[src/rtl/exec_unit_pkg.sv]
// rtl/exec_unit_pkg.sv - op codes, FSM state type and helpers shared by the execute unit
package exec_unit_pkg;

    localparam int OP_W = 4;

    localparam logic [OP_W-1:0] OP_ADD   = 4'd0;
    localparam logic [OP_W-1:0] OP_SUB   = 4'd1;
    localparam logic [OP_W-1:0] OP_AND   = 4'd2;
    localparam logic [OP_W-1:0] OP_OR    = 4'd3;
    localparam logic [OP_W-1:0] OP_XOR   = 4'd4;
    localparam logic [OP_W-1:0] OP_NOR   = 4'd5;
    localparam logic [OP_W-1:0] OP_SLT   = 4'd6;
    localparam logic [OP_W-1:0] OP_SLTU  = 4'd7;
    localparam logic [OP_W-1:0] OP_SLL   = 4'd8;
    localparam logic [OP_W-1:0] OP_SRL   = 4'd9;
    localparam logic [OP_W-1:0] OP_SRA   = 4'd10;
    localparam logic [OP_W-1:0] OP_PASSA = 4'd11;
    localparam logic [OP_W-1:0] OP_BEQ   = 4'd12;
    localparam logic [OP_W-1:0] OP_BNE   = 4'd13;
    localparam logic [OP_W-1:0] OP_BGT   = 4'd14;
    localparam logic [OP_W-1:0] OP_BLE   = 4'd15;

    typedef enum logic {
        ST_IDLE  = 1'b0,
        ST_SHIFT = 1'b1
    } state_e;

    function automatic logic is_shift_op(input logic [OP_W-1:0] op);
        return (op == OP_SLL) || (op == OP_SRL) || (op == OP_SRA);
    endfunction

endpackage

[src/rtl/exec_unit_mc_shift_iter.sv]
// rtl/exec_unit_mc_shift_iter.sv - iterative shifter, up to SHIFT_STEP bits per step
//
// Ports:
//   clk, reset      clock, synchronous active-high reset
//   load_i          capture value_i/amount_i and the direction/mode bits
//   dir_right_i     1 = shift right, 0 = shift left
//   arith_i         1 = arithmetic right shift (sign fill)
//   value_i         value to be shifted
//   amount_i        total shift amount
//   step_i          perform one step of min(SHIFT_STEP, remaining) bits
//   last_o          the current step exhausts the remaining count
//   value_o         shift register value after the current step
module shift_iter
    import exec_unit_pkg::*;
#(
    parameter int WIDTH      = 32,
    parameter int SHAMT_W    = $clog2(WIDTH),
    parameter int SHIFT_STEP = 1
) (
    input  logic               clk,
    input  logic               reset,
    input  logic               load_i,
    input  logic               dir_right_i,
    input  logic               arith_i,
    input  logic [WIDTH-1:0]   value_i,
    input  logic [SHAMT_W-1:0] amount_i,
    input  logic               step_i,
    output logic               last_o,
    output logic [WIDTH-1:0]   value_o
);

    localparam logic [SHAMT_W-1:0] STEP = SHAMT_W'(SHIFT_STEP);

    logic [WIDTH-1:0]   sreg_q, sreg_d;
    logic [SHAMT_W-1:0] cnt_q, cnt_d;
    logic               dir_right_q, dir_right_d;
    logic               arith_q, arith_d;
    logic [SHAMT_W-1:0] step_amt;
    logic [WIDTH-1:0]   shifted;

    // The final step may be shorter than SHIFT_STEP.
    assign step_amt = (cnt_q < STEP) ? cnt_q : STEP;
    assign last_o   = (cnt_q <= STEP);

    // Arithmetic right shift of the partially shifted register keeps the
    // original sign bit, since the MSB is never overwritten on the way.
    always_comb begin
        shifted = sreg_q;
        if (!dir_right_q) begin
            shifted = sreg_q << step_amt;
        end else if (arith_q) begin
            shifted = $unsigned($signed(sreg_q) >>> step_amt);
        end else begin
            shifted = sreg_q >> step_amt;
        end
    end

    assign value_o = shifted;

    always_comb begin
        sreg_d      = sreg_q;
        cnt_d       = cnt_q;
        dir_right_d = dir_right_q;
        arith_d     = arith_q;
        if (load_i) begin
            sreg_d      = value_i;
            cnt_d       = amount_i;
            dir_right_d = dir_right_i;
            arith_d     = arith_i;
        end else if (step_i) begin
            sreg_d = shifted;
            cnt_d  = cnt_q - step_amt;
        end
    end

    always_ff @(posedge clk) begin
        if (reset) begin
            sreg_q      <= '0;
            cnt_q       <= '0;
            dir_right_q <= 1'b0;
            arith_q     <= 1'b0;
        end else begin
            sreg_q      <= sreg_d;
            cnt_q       <= cnt_d;
            dir_right_q <= dir_right_d;
            arith_q     <= arith_d;
        end
    end

endmodule

[src/rtl/exec_unit_mc.sv]
// rtl/exec_unit_mc.sv - multicycle execute unit: ALU, compare, branch and iterative shifter
//
// Ports:
//   clk, reset      clock, synchronous active-high reset
//   start           request, sampled only in IDLE
//   op              operation code (exec_unit_pkg OP_*)
//   src_a, src_b    operands; src_b is also the shifted value
//   shamt           immediate shift amount
//   shift_var       1 = shift amount taken from src_b[SHAMT_W-1:0]
//   busy            high while a shift is iterating
//   done            one-cycle completion pulse
//   result, zero    registered result and result==0
//   overflow        signed overflow for ADD/SUB
//   branch_taken    branch condition for branch ops
module exec_unit_mc
    import exec_unit_pkg::*;
#(
    parameter int WIDTH      = 32,
    parameter int SHAMT_W    = $clog2(WIDTH),
    parameter int SHIFT_STEP = 1
) (
    input  logic               clk,
    input  logic               reset,
    input  logic               start,
    input  logic [3:0]         op,
    input  logic [WIDTH-1:0]   src_a,
    input  logic [WIDTH-1:0]   src_b,
    input  logic [SHAMT_W-1:0] shamt,
    input  logic               shift_var,
    output logic               busy,
    output logic               done,
    output logic [WIDTH-1:0]   result,
    output logic               zero,
    output logic               overflow,
    output logic               branch_taken
);

    state_e           state_q, state_d;
    logic             done_q, done_d;
    logic [WIDTH-1:0] result_q, result_d;
    logic             zero_q, zero_d;
    logic             ovf_q, ovf_d;
    logic             br_q, br_d;

    logic [WIDTH-1:0]   sum, diff;
    logic               add_ovf, sub_ovf;
    logic               lt_s, lt_u, eq;
    logic [SHAMT_W-1:0] amount;
    logic [WIDTH-1:0]   alu_res;
    logic               alu_ovf, alu_br;

    logic             sh_load, sh_step, sh_last;
    logic [WIDTH-1:0] sh_val;

    assign sum  = src_a + src_b;
    assign diff = src_a - src_b;

    // Overflow when both addends share a sign that the sum does not; for
    // subtraction the operands must differ in sign.
    assign add_ovf = (src_a[WIDTH-1] == src_b[WIDTH-1]) && (sum[WIDTH-1]  != src_a[WIDTH-1]);
    assign sub_ovf = (src_a[WIDTH-1] != src_b[WIDTH-1]) && (diff[WIDTH-1] != src_a[WIDTH-1]);

    assign lt_s = $signed(src_a) < $signed(src_b);
    assign lt_u = src_a < src_b;
    assign eq   = (src_a == src_b);

    assign amount = shift_var ? src_b[SHAMT_W-1:0] : shamt;

    always_comb begin
        alu_res = '0;
        alu_ovf = 1'b0;
        alu_br  = 1'b0;
        case (op)
            OP_ADD:   begin alu_res = sum;  alu_ovf = add_ovf; end
            OP_SUB:   begin alu_res = diff; alu_ovf = sub_ovf; end
            OP_AND:   alu_res = src_a & src_b;
            OP_OR:    alu_res = src_a | src_b;
            OP_XOR:   alu_res = src_a ^ src_b;
            OP_NOR:   alu_res = ~(src_a | src_b);
            OP_SLT:   alu_res = {{(WIDTH-1){1'b0}}, lt_s};
            OP_SLTU:  alu_res = {{(WIDTH-1){1'b0}}, lt_u};
            // Only reached for a zero shift amount; non-zero shifts iterate.
            OP_SLL, OP_SRL, OP_SRA: alu_res = src_b;
            OP_PASSA: alu_res = src_a;
            OP_BEQ:   begin alu_res = diff; alu_br = eq; end
            OP_BNE:   begin alu_res = diff; alu_br = !eq; end
            OP_BGT:   begin alu_res = diff; alu_br = !lt_s && !eq; end
            OP_BLE:   begin alu_res = diff; alu_br = lt_s || eq; end
            default:  alu_res = '0;
        endcase
    end

    shift_iter #(
        .WIDTH      (WIDTH),
        .SHAMT_W    (SHAMT_W),
        .SHIFT_STEP (SHIFT_STEP)
    ) u_shift_iter (
        .clk         (clk),
        .reset       (reset),
        .load_i      (sh_load),
        .dir_right_i (op != OP_SLL),
        .arith_i     (op == OP_SRA),
        .value_i     (src_b),
        .amount_i    (amount),
        .step_i      (sh_step),
        .last_o      (sh_last),
        .value_o     (sh_val)
    );

    always_comb begin
        state_d  = state_q;
        done_d   = 1'b0;
        result_d = result_q;
        zero_d   = zero_q;
        ovf_d    = ovf_q;
        br_d     = br_q;
        sh_load  = 1'b0;
        sh_step  = 1'b0;
        case (state_q)
            ST_IDLE: begin
                if (start) begin
                    if (is_shift_op(op) && (amount != '0)) begin
                        sh_load = 1'b1;
                        state_d = ST_SHIFT;
                    end else begin
                        done_d   = 1'b1;
                        result_d = alu_res;
                        zero_d   = (alu_res == '0);
                        ovf_d    = alu_ovf;
                        br_d     = alu_br;
                    end
                end
            end
            ST_SHIFT: begin
                sh_step = 1'b1;
                if (sh_last) begin
                    state_d  = ST_IDLE;
                    done_d   = 1'b1;
                    result_d = sh_val;
                    zero_d   = (sh_val == '0);
                    ovf_d    = 1'b0;
                    br_d     = 1'b0;
                end
            end
        endcase
    end

    always_ff @(posedge clk) begin
        if (reset) begin
            state_q  <= ST_IDLE;
            done_q   <= 1'b0;
            result_q <= '0;
            zero_q   <= 1'b0;
            ovf_q    <= 1'b0;
            br_q     <= 1'b0;
        end else begin
            state_q  <= state_d;
            done_q   <= done_d;
            result_q <= result_d;
            zero_q   <= zero_d;
            ovf_q    <= ovf_d;
            br_q     <= br_d;
        end
    end

    assign busy         = (state_q == ST_SHIFT);
    assign done         = done_q;
    assign result       = result_q;
    assign zero         = zero_q;
    assign overflow     = ovf_q;
    assign branch_taken = br_q;

endmodule

[config.mk]
export PLATFORM = sky130hd
export DESIGN_NAME = exec_unit_mc
export DESIGN_NICKNAME = d
export VERILOG_FILES = /design/src/rtl/exec_unit_pkg.sv /design/src/rtl/exec_unit_mc_shift_iter.sv /design/src/rtl/exec_unit_mc.sv
export SDC_FILE = /design/constraint.sdc
export NUM_CORES = 1
export LEC_CHECK = 0
export BUFFER_PORTS_ARGS = -buffer_cell sky130_fd_sc_hd__buf_2
export CELL_PAD_IN_SITES_DETAIL_PLACEMENT = 1
export CELL_PAD_IN_SITES_GLOBAL_PLACEMENT = 1
export CORE_ASPECT_RATIO = 0.75
export CORE_MARGIN = 10
export CORE_UTILIZATION = 43
export DETAILED_ROUTE_END_ITERATION = 8
export PLACE_DENSITY = 0.9
export RECOVER_POWER = 100
export SETUP_SLACK_MARGIN = 0.02
export SLEW_MARGIN = 20
export SYNTH_ARGS = -nofsm -noshare
export SYNTH_HDL_FRONTEND = slang
export SYNTH_SLANG_ARGS = --single-unit
export TNS_END_PERCENT = 30
[constraint.sdc]
create_clock -name clk -period 7.4 [get_ports clk]
set_clock_uncertainty 0.1 [all_clocks]
set_input_delay 0.37 -clock clk [delete_from_list [all_inputs] [get_ports clk]]
set_output_delay 0.37 -clock clk [all_outputs]
set_load 0.01 [all_outputs]
After elaboration in Yosys (flattened, before gate mapping)
Index checks and enable logic that the tools add are counted.
Widths: inputs -> output; s select.
- register bits after elaboration: 76
- latch bits: 0
- RAM bits: 0
- memory bits (read-only): 0
- bits of input ports: 77
- output and inout port bits: 37
- logic and storage cells: 102
- memories kept: 0
- add/subtract/negate cells: 3
- multipliers: 0
- div/mod/pow operators: 0
- magnitude comparators: 4
- equality and inequality tests: 24
- shifts and indexed selects: 3
- muxes and demuxes: 36
- bitwise logic cells: 5
- reductions and logical operators: 17
- operators by type and width (operator ; count):
    $pmux 32 s10 ; 1
    $mux 32 ; 7
    $logic_not 32->1 ; 2
    $lt 32x32->1 ; 2
    $pmux 32 s2 ; 1
    $add 32x32->32 ; 1
    $and 32x32->32 ; 1
    $eq 32x32->1 ; 1
    $eq 4x4->1 const B ; 8
    $not 32->32 ; 1
    $or 32x32->32 ; 1
    $shl 32x5->32 ; 1
    $shr 32x5->32 ; 1
    $sshr 32x5->32 ; 1
    $sub 32x32->32 ; 1
    $xor 32x32->32 ; 1
    $mux 5 ; 4
    $eq 4x3->1 const B ; 4
    $mux 1 ; 16
    $pmux 1 s2 ; 6
    $eq 4x2->1 const B ; 2
    $le 5x1->1 const B ; 1
    $lt 5x1->1 const B ; 1
    $reduce_bool 5->1 ; 1
    17 further kinds ; 26

Logic depth before layout (Yosys ltp)
Gate-level depths: netlist of run 1.
- depth after elaboration: 8
- depth in mapped cells: 15
- depth with buffers taken out: 14

Hierarchy
Synthesis of run 1 repeated with hierarchy kept, for this count alone.
- cells, all modules: 1646
- area total of the unflattened synthesis: 11344.6 um^2
- modules (own cells, without submodules) (module ; times used ; cells each ; area an instance (um^2)):
    exec_unit_mc ; 1 ; 1258 ; 8374.3
    shift_iter ; 1 ; 388 ; 2970.3

Worst setup path before layout of run 1
No wires, ideal clock.
- kind: input port to flip-flop
- start point: input port src_a[0]
- end point: register zero_q, in the netlist zero
- setup time: 96 ps
- arrival time: 3438 ps
- setup slack: 3766 ps
- stages on the path: 11
- buffers on the path: 0
- path through: ha_1 > fa_1 > a21o_1 > a221o_1 > a211oi_1 > o21ai_1 > a221o_1 > a211o_1 > o32a_1 > or3_1 > o41ai_2
- word-level cells in the longest chain between the ends: 7
- RTL lines (item ; RTL line ; text):
    start, declared ; exec_unit_mc.sv:26 ; input logic [WIDTH-1:0] src_a,
    branches (longest 2 deep; another with $sub 32x32->32) ; - ;
    $pmux 32 s10 (*) ; exec_unit_mc.sv:73 ; case (op)
    $logic_not 32->1 (*) ; exec_unit_mc.sv:128 ; zero_d = (alu_res == '0);
    $mux 1 (*) ; exec_unit_mc.sv:122 ; if (is_shift_op(op) && (amount != '0)) begin
    $mux 1 (*) ; exec_unit_mc.sv:121 ; if (start) begin
    $pmux 1 s2 (*) ; exec_unit_mc.sv:119 ; case (state_q)
    end signal, assigned ; exec_unit_mc.sv:160 ; zero_q <= zero_d;
    end, declared ; exec_unit_mc.sv:41 ; logic zero_q, zero_d;
Every way passes the cells marked *. The select of a mux whose other input is x is not followed.
A chain may end at the register's enable or synchronous reset.

Worst setup path in the final report of run 1
- start point: register state_q, in the netlist busy
- end point: register result_q[31], in the netlist result[31]
- word-level cells in the longest chain between the ends: 3
- RTL lines (item ; RTL line ; text):
    start, declared ; exec_unit_mc.sv:38 ; state_e state_q, state_d;
    start signal, assigned ; exec_unit_mc.sv:157 ; state_q <= state_d;
    $not 1->1 ; - ;
    $ne 2x2->1 (no source line) ; - ;
    $reduce_and 3->1 (no source line) ; - ;
    end signal, assigned ; exec_unit_mc.sv:159 ; result_q <= result_d;
    end, declared ; exec_unit_mc.sv:40 ; logic [WIDTH-1:0] result_q, result_d;
Parallel ways exist; a longest one is shown, timed or not.

==> results of run 1 <==
## per-stage QoR
step           power [mW]  hold WS, ns  instance area, um^2  instances  util, %
2_1_floorplan        1.02        0.357                10800       1594        -
6_report             1.82        0.286                11800       1964     47.4
5_1_grt              1.91        0.285                11800       1964     47.4
3_5_place_dp         1.31        0.342                11500       1948     46.4
4_1_cts              1.80        0.277                11900       1964     47.7
3_3_place_gp         1.29        0.336                11500       1948     46.4
## per-layer routing
metal | part of all wire, % | wire length (um) | up-vias
li1 | - | - | 5965
met1 | 42 | 21800 | 6614
met2 | 42 | 21800 | 837
met5 | 0 | 0 | -
met3 | 11 | 5560 | 165
met4 | 5.4 | 2820 | 0
## cell usage after synthesis (all sizes together), types with 10 or more instances
cell | n | area share, %
o22ai | 13 | 0.75
nand2b | 15 | 0.87
a21o | 17 | 1.2
nor3 | 47 | 2.2
mux2i | 42 | 3.9
buf | 43 | 2.2
a31oi | 15 | 0.87
or3 | 10 | 0.58
nor4 | 16 | 0.98
clkbuf | 79 | 2.7
and2 | 16 | 0.92
nor2 | 180 | 6.2
nand2 | 135 | 4.7
a21oi | 176 | 8.1
ha | 97 | 11
o211ai | 29 | 2.0
nor2b | 20 | 1.2
nand4 | 20 | 1.2
a211o | 12 | 0.97
inv | 107 | 3.7
o21ai | 89 | 4.1
a311oi | 11 | 0.89
nand3 | 31 | 1.4
a22oi | 29 | 2.0
dfxtp | 76 | 14
a211oi | 83 | 5.8
o31ai | 14 | 1.0
## critical path, stage by stage (launching register included)
cell and delay (ns):
dfxtp_1 1.06, clkbuf_1 2.22, a21oi_1 1.07, buf_4 0.53, nor2_1 0.12, o21ai_0 0.08
a21oi_1 0.27
## cell families (layout without fill, tap and decap cells)
family          after synthesis  in the layout
compound gates              604            604
simple gates                535            535
buf+inv                     229            261
fa+ha+maj                    99             99
flops                        76             76
mux                          47             47
xor+xnor                      4              4
## power breakdown
group	leakage [nW]	switching (mW)	total (mW)	internal (mW)
combinational	3.90	0.586	0.862	0.276
clock	0.149	0.191	0.487	0.296
sequential	0.623	0.0335	0.476	0.442
## area by class of cell
class,instances,area (um^2),share of cell area (%)
Clock buffer,10,229,1.94
Clock inverter,6,88.8,0.753
Sequential cell,76,1520,12.9
Tap cell,338,423,3.59
Inverter,107,402,3.41
Multi-Input combinational cell,1289,8430,71.5
Timing Repair Buffer,138,701,5.94
## how the worst min path moves through the flow
| stage | from | to | slack, ns | depth (start not counted) |
|---|---|---|---|---|
| 3_5_place_dp | result[15] | result[15] | 0.34 | 2 |
| 5_1_grt | src_b[10] | u_shift_iter.sreg_q[10] | 0.28 | 3 |
| 2_1_floorplan | u_shift_iter.arith_q | u_shift_iter.arith_q | 0.36 | 2 |
| 3_3_place_gp | result[8] | result[8] | 0.34 | 2 |
| 4_1_cts | src_b[10] | u_shift_iter.sreg_q[10] | 0.28 | 3 |
| 6_report | src_b[10] | u_shift_iter.sreg_q[10] | 0.29 | 3 |
## registers in the layout (all words and copies together), names as in the netlist
name and count:
u_shift_iter.sreg_q 32, result 32, overflow 1, busy 1, branch_taken 1, u_shift_iter.arith_q 1, u_shift_iter.dir_right_q 1, done 1
u_shift_iter.cnt_q 5, zero 1
==> impl_metrics.tcl, run 1 <==
set metrics [dict create \
    via_per_inst 6.91 \
    powerDensity_mw_per_mm2 155 \
    synth_nets 1770 \
    reg2reg_to "result[31]" \
    final-setup-viol-count 0 \
    synth.area.mux_share_pct 4.40 \
    core_area_mm2 0.0249 \
    crit_end "result[31]" \
    grt_max_degree 78 \
    cts.sinks 76 \
    violations "max-capacitance violations, max-slew violations" \
    drive_above_1_share_pct 9.29 \
    top_usage_layer "met2" \
    portBuffers 113 \
    cp.arrival_ns 5.73 \
    netlist_instances 1594 \
    syn_avg_cell_area_um2 6.80 \
    crit_fanout 73 \
    synth-seq-cells 76 \
    htree_levels 3 \
    ir_drop_uv 142 \
    grt-ovfl-total 0 \
    drtIter0Drc 1800 \
    tns_ns 0 \
    r2r_start "busy" \
    worst_pin_slew_ns 3.06 \
    drc 0 \
    gp_congestion 1.03 \
    fp.dieW_um 203 \
    antenna_found_initial 0 \
    dieHeight_um 158 \
    clk_path_buf_depth 2 \
    fmax_ghz 0.179 \
    status "complete, but fails checks" \
    start_util_pct 43.6 \
    hold_viol_final 0 \
    worst_setup_path_start_kind "flop" \
    gr-usage-met1_pct 41.6 \
    firstDrtPassIters 8 \
    synth-xor-area-share_pct 0.323 \
    synth_top_family_by_area "compound AO/OA/AOI/OAI gates" \
    wl_um 52000 \
    worst_slack_ns 1.82 \
    path_class "reg2reg" \
    path_clk_slew_ns 0.07 \
    cts_made_buffers 9 \
    clock_latency_ns 0.34 \
    drt-wirelength-per-cell_um 26.5 \
    cts_hold_buf 0 \
    synth-compound-area-share_pct 37.6 \
    seq_area_frac_synth_pct 14.0 \
    synthFlopType "dfxtp_1" \
    grt_pass1_vias 13100 \
    postCtsSetupBuffers 0 \
    place_hpwl_um 39700 \
    areaGrowthSynthToFinish_pct 8.76 \
    ioPinCount 114 \
    min_period_over_period_pct 75.4 \
    slew_headroom_pct -104 \
    grt_usage_pct 31.1 \
    hold_class "in2reg" \
    rsz0062_at_grt "no" \
    nets 1797 \
    layout_common_cells "nor2_1, a21oi_1, nand2_1" \
    place_worst_setup_slack_ns 2.50 \
    rows 50 \
    grt_use_met2_pct 46.2 \
    p_leak_nw 4.67 \
    dr_total_vias 13600 \
    cts_tree "done" \
    root_buffer "clkbuf_16" \
    synth_fa_ha_area_share_pct 11.6 \
    endpoint_kind "flop" \
    worstPathRequired_ns 7.55 \
    ys_types 87 \
    detail-route-antenna-nets 0 \
    grt_pass1_wl_um 79200 \
    yosysWarnings 0 \
    dieArea_mm2 0.0320 \
    antenna_cells 0 \
    final_common_cell "nor2_1" \
    finalMaxSlewViolations 154 \
    grt_use_met3_pct 6.68 \
    ys_async_sr_fraction_pct 0 \
    synth-edff-count 0 \
    nFillCells 3360 \
    ctsResizeCount 0 \
    critical_path.startpoint "busy" \
    worstRegToRegCells 6 \
    syn_area_mm2 0.0108 \
    max_cap_viol_count 3 \
    fin_crit_ns 5.58 \
    synth_simple_gate_area_share_pct 23.5 \
    r2r_slack_ns 1.82 \
]
No activity file was read; power rests on OpenSTA's default activity.
==> run 2: changes to the inputs <==
- clock period: 7.4 -> 5.25 ns (I/O delays scaled with it)
==> run 2 against run 1 <==
The flow still finishes with violations (max-capacitance violations, max-slew violations); largest power group unchanged; global-route usage fell by 0.36 points; wire length about the same; critical endpoint is now zero; combinational power increased by 42%; sequential power up 41%; cell count grew 0.31%; worst hold slack worse by 0.12 ns; core utilization up 0.25 points; final area rose by 0.52%; clock-buffer cell count unchanged.
==> impl_metrics.tcl, run 2 (same netlist as run 1, synthesis figures left out) <==
set metrics [dict create \
    status "complete, but fails checks" \
    violations "max-capacitance violations, max-slew violations" \
    grt_usage_pct 30.8 \
    worst_pin_slew_ns 1.70 \
    grt_max_degree 77 \
    root_buffer "clkbuf_16" \
    grt-ovfl-total 0 \
    ioPinCount 114 \
    via_per_inst 6.87 \
    cp.arrival_ns 4.85 \
    drtIter0Drc 1535 \
    rows 50 \
    grt_pass1_vias 13100 \
    r2r_start "busy" \
    rsz0062_at_grt "no" \
    drt-wirelength-per-cell_um 26.4 \
    fin_crit_ns 4.70 \
    final_common_cell "nor2_1" \
    tns_ns 0 \
    worst_slack_ns 0.551 \
    wl_um 52000 \
    nets 1803 \
    cts.sinks 76 \
    hold_class "in2reg" \
    htree_levels 3 \
    worstPathRequired_ns 5.40 \
    reg2reg_to "result[28]" \
    cts_hold_buf 0 \
    drive_above_1_share_pct 9.56 \
    drc 0 \
    hold_viol_final 0 \
    crit_fanout 30 \
    start_util_pct 43.6 \
    portBuffers 113 \
    postCtsSetupBuffers 0 \
    worstRegToRegCells 6 \
    dr_total_vias 13500 \
    fmax_ghz 0.213 \
    placedCellCount 1953 \
    place_hpwl_um 39800 \
    crit_top_cell "nand4_1" \
    hold_end "u_shift_iter.sreg_q[28]" \
    detail-route-antenna-nets 0 \
    place_worst_setup_slack_ns 0.809 \
    dieArea_mm2 0.0320 \
    r2r_slack_ns 0.81 \
    clk_path_buf_depth 2 \
    finalMaxSlewViolations 33 \
    cts_tree "done" \
    areaGrowthSynthToFinish_pct 9.32 \
    antenna_cells 0 \
    worst_setup_path_start_kind "input pin" \
    final-setup-viol-count 0 \
    min_period_over_period_pct 89.5 \
    dieHeight_um 158 \
    path_clk_slew_ns 0.06 \
    antenna_found_initial 0 \
    path_class "in2reg" \
    clock_latency_ns 0.35 \
    grt_pass1_wl_um 78300 \
    ctsResizeCount 0 \
    min_from "src_b[28]" \
    cp_cell_sequence "clkbuf_2 > buf_4 > a21oi_1 > clkbuf_1 > a222oi_1 > o21ai_0 > nor2_1 > a32o_1 > nand4_1 > or4_1 > nor4_1 > nand4_1 > o41ai_2" \
    cts_made_buffers 9 \
    critPathSlowestCell "clkbuf_1" \
    endpoint_kind "flop" \
    fp.dieW_um 203 \
    slowest_delay_ns 0.63 \
    instances_no_fill 1970 \
    p_leak_nw 4.71 \
    powerDensity_mw_per_mm2 217 \
    slew_headroom_pct -13.3 \
    core_area_mm2 0.0249 \
    worstHoldPathCells 3 \
    gp_congestion 1.05 \
    ir_drop_uv 167 \
    max_cap_viol_count 1 \
    layout_common_cells "nor2_1, a21oi_1, nand2_1" \
    firstDrtPassIters 6 \
]
## run 2: cell types whose count changed in the layout (fill, tap and decap cells not counted), moves of 2 or more
cell	previous run	this run
buf_4	23	26
and2_0	4	2
and2_1	12	14
clkbuf_2	0	2
## run 2: layout make-up
type	count	area [um^2]
inverters	107	402
repair buffers	144	759
clock buffers	10	229
fillers	3336	13000
clock inverters	6	88.8
flip-flops and latches	76	1520
well taps	338	423
multi-input cells	1289	8430
## run 2: worst max path at each step
stage                  start   end  cells past startpoint
finish                 op[1]  zero                     13
global route        src_b[3]  zero                     14
CTS                 src_b[3]  zero                     14
detailed placement  src_b[3]  zero                     14
global placement    src_b[9]  zero                     14
floorplan           src_a[0]  zero                     11
## run 2: through the flow
stage	cell area, um^2	hold slack [ns]	util [%]	total power [mW]
CTS	11900	0.160	47.8	2.52
global route	11900	0.178	47.6	2.68
floorplan	10800	0.322	-	1.44
global placement	11600	0.339	46.5	1.81
detailed placement	11600	0.345	46.5	1.85
finish	11900	0.165	47.6	2.57
## run 2: worst max-delay path, delay by kind of cell
family	cells	cell delay, ns
AND/OR/NAND/NOR	5	1.45
buffers and inverters	3	1.52
AO/OA/AOI/OAI	5	1.60
## run 2: power by group
part           internal (mW)  switching, mW
combinational          0.399          0.824
clock                  0.417          0.260
sequential             0.623         0.0461
## run 2: metal layers
| metal | up-vias | part of all wire (%) | global-route usage, % |
|---|---|---|---|
| met4 | 0 | 4.7 | 13.2 |
| met3 | 151 | 10 | 6.96 |
| met1 | 6585 | 42 | 39.8 |
| met5 | - | 0 | 0 |
| li1 | 5964 | - | - |
| met2 | 830 | 43 | 48.1 |
==> run 3: changes to the inputs <==
- GPL_TIMING_DRIVEN: default -> 0
- PLACE_DENSITY: 0.9 -> 0.89
- SYNTH_HIERARCHICAL: default -> 1
==> run 3 against run 2 <==
The run now ends clean; combinational power rose by 16%; die area up 4.1%; critical path type unchanged; non-clock buffer count is 109 higher; fmax is 2.7% lower; worst setup slack worse by 0.13 ns; sequential share of layout area shrank 0.73 points.
==> impl_metrics.tcl, run 3 <==
set metrics [dict create \
    status "finished, final reports clean" \
    grt_max_degree 14 \
    dr_wl_met3_um 7870 \
    start_util_pct 43.7 \
    fp.dieW_um 208 \
    cts_hold_buf 0 \
    grt_pass1_vias 14700 \
    synthFlopType "dfxtp_1" \
    reg2reg_to "zero" \
    fmax_ghz 0.207 \
    via_per_inst 7.05 \
    r2r_start "u_shift_iter/cnt_q[4]" \
    hold_class "in2reg" \
    synth_top_area_share_pct 13.4 \
    regArea_mm2 0.00152 \
    nFillCells 3516 \
    cts.sinks 76 \
    drt-wirelength-per-cell_um 28.7 \
    dieArea_mm2 0.0333 \
    max_cap_viol_count 0 \
    yosysWarnings 6 \
    grt_usage_pct 34.5 \
    ys_types 90 \
    place_worst_setup_slack_ns 0.597 \
    gp_congestion 1.04 \
    clock_latency_ns 0.36 \
    tns_ns 0 \
    yosysMostFrequentCell "a21oi_1" \
    final_common_cell "a21oi_1" \
    crit_buf_inv 3 \
    ctsResizeCount 0 \
    netlist_instances 1646 \
    syn_area_mm2 0.0113 \
    ys_async_sr_fraction_pct 0 \
    crit_top_cell "o311ai_1" \
    dieHeight_um 161 \
    crit_fanout 10 \
    fin_crit_ns 4.83 \
    worst_setup_path_start_kind "input pin" \
    detail-route-antenna-nets 0 \
    r2r_slack_ns 1.03 \
    cp.arrival_ns 5.00 \
    highest_layer "met4" \
    nets 1944 \
    powerDensity_mw_per_mm2 216 \
    postCtsSetupBuffers 0 \
    yosysTopAreaCell "dfxtp_1" \
    cp_cell_sequence "buf_2 > inv_1 > ha_1 > clkbuf_1 > o21bai_1 > o211ai_1 > a21boi_0 > o311ai_1 > a31oi_1 > o21ai_0 > mux2i_1 > o311ai_1 > nor4_1 > nand4_1 > o31ai_1" \
    p_leak_nw 4.89 \
    syn_avg_cell_area_um2 6.89 \
    portBuffers 111 \
    endpoint_kind "flop" \
    rsz0062_at_grt "no" \
    slowest_delay_ns 0.96 \
    seq_area_frac_synth_pct 13.4 \
    synth-seq-cells 76 \
    grt-ovfl-total 0 \
    drive_above_1_share_pct 9.14 \
    netlist_top_cells_area "dfxtp_1, ha_1, a21oi_1, mux2i_1, nand2_1" \
    layout_common_cells "a21oi_1, clkbuf_1, nand2_1" \
    dr_total_vias 14900 \
    place_hpwl_um 47800 \
    slew_headroom_pct 27.7 \
    yosys-top-cells-count "a21oi_1, nand2_1, nor2_1" \
    final-setup-viol-count 0 \
    rows 51 \
    path_clk_slew_ns 0.07 \
    worstPathRequired_ns 5.42 \
    critPathSlowestCell "o311ai_1" \
    antenna_found_initial 0 \
    worstRegToRegCells 11 \
    drc 0 \
    cts_made_buffers 9 \
    min_from "src_b[30]" \
    root_buffer "clkbuf_16" \
    clk_path_buf_depth 2 \
    cts_tree "done" \
    min_period_over_period_pct 92.0 \
    worst_slack_ns 0.419 \
    hold_viol_final 0 \
    worstHoldPathCells 3 \
    hold_end "u_shift_iter/sreg_q[30]" \
    areaGrowthSynthToFinish_pct 10.7 \
    ir_drop_uv 180 \
    drtIter0Drc 2228 \
    synth_nets 1822 \
    htree_levels 3 \
    wl_met1_um 25700 \
    crit_family "compound AO/OA/AOI/OAI gates" \
    antenna_cells 0 \
    firstDrtPassIters 5 \
    ioPinCount 114 \
    multiInputGateArea_mm2 0.00882 \
    dr_wl_met2_um 24400 \
    grt_pass1_wl_um 91000 \
    wl_um 60800 \
    synth-edff-count 0 \
    core_area_mm2 0.0260 \
    path_class "in2reg" \
    finalMaxSlewViolations 0 \
    worst_pin_slew_ns 1.07 \
]
==> run 3: changes by cell type after synthesis, moves of 25 or more <==
| cell | before | now |
|---|---|---|
| a31oi_1 | 15 | 48 |
| nor3b_1 | 7 | 36 |
| a211oi_1 | 82 | 15 |
| a211o_1 | 12 | 37 |
| nor2_1 | 180 | 124 |
| nand4_1 | 20 | 45 |
==> run 3: logic make-up after synthesis <==
kind of cell	Yosys count	share of synthesized area [%]
multiplexers	65	5.85
flip-flops	76	13.4
buffers and inverters	252	8.85
adder cells (fa/ha/maj)	99	11.1
XOR/XNOR	12	0.926
AND/OR/NAND/NOR	559	24.8
AO/OA/AOI/OAI	583	35.1
==> run 3: power breakdown <==
part           switching, mW  internal (mW)  total (mW)
Clock                  0.278          0.331       0.609
Sequential            0.0577          0.628       0.685
Combinational          0.980          0.444        1.42
==> run 3: metal layers <==
metal | GRT usage (%) | up-vias
met2 | 49.4 | 1076
met3 | 8.55 | 174
li1 | - | 6400
met5 | 0 | -
met1 | 47.8 | 7281
met4 | 15.0 | 0
==> run 3: worst max path at each step <==
stage,start,endpoint,slack (ns),cells after the start
after floorplan,src_a[0],zero,1.84,13
after global placement,src_b[9],zero,0.30,15
after detailed placement,op[0],zero,0.60,14
after CTS,src_b[9],result[29],0.93,15
after global routing,src_b[2],zero,0.33,15
final,src_b[2],zero,0.42,15
==> run 3: layout make-up <==
type	count	share of cell area, %
multi-input combinational	1318	70.2
sequential	76	12.1
buffer	142	4.65
timing repair buffer	111	4.05
tap	344	3.43
inverter	110	3.29
clock buffer	10	1.90
clock inverter	6	0.319
==> run 3: per-stage QoR <==
stage / utilization (%) / area [um^2] / total power [mW] / hold WS (ns) / std cells
after floorplan: - / 11300 / 1.54 / 0.348 / 1646
after global placement: 47.5 / 12300 / 1.99 / 0.339 / 2101
after detailed placement: 47.5 / 12300 / 2.04 / 0.347 / 2101
after CTS: 48.6 / 12600 / 2.65 / 0.173 / 2117
after global routing: 48.4 / 12600 / 2.83 / 0.192 / 2117
final: 48.4 / 12600 / 2.72 / 0.173 / 2117
==> run 3: worst reg2reg max path, delay by kind of cell, from the launching register on <==
kind / cells / cell delay [ns]
AND/OR/NAND/NOR: 9 / 3.22
flip-flops: 1 / 0.40
AO/OA/AOI/OAI: 1 / 0.26
buffers and inverters: 1 / 0.13
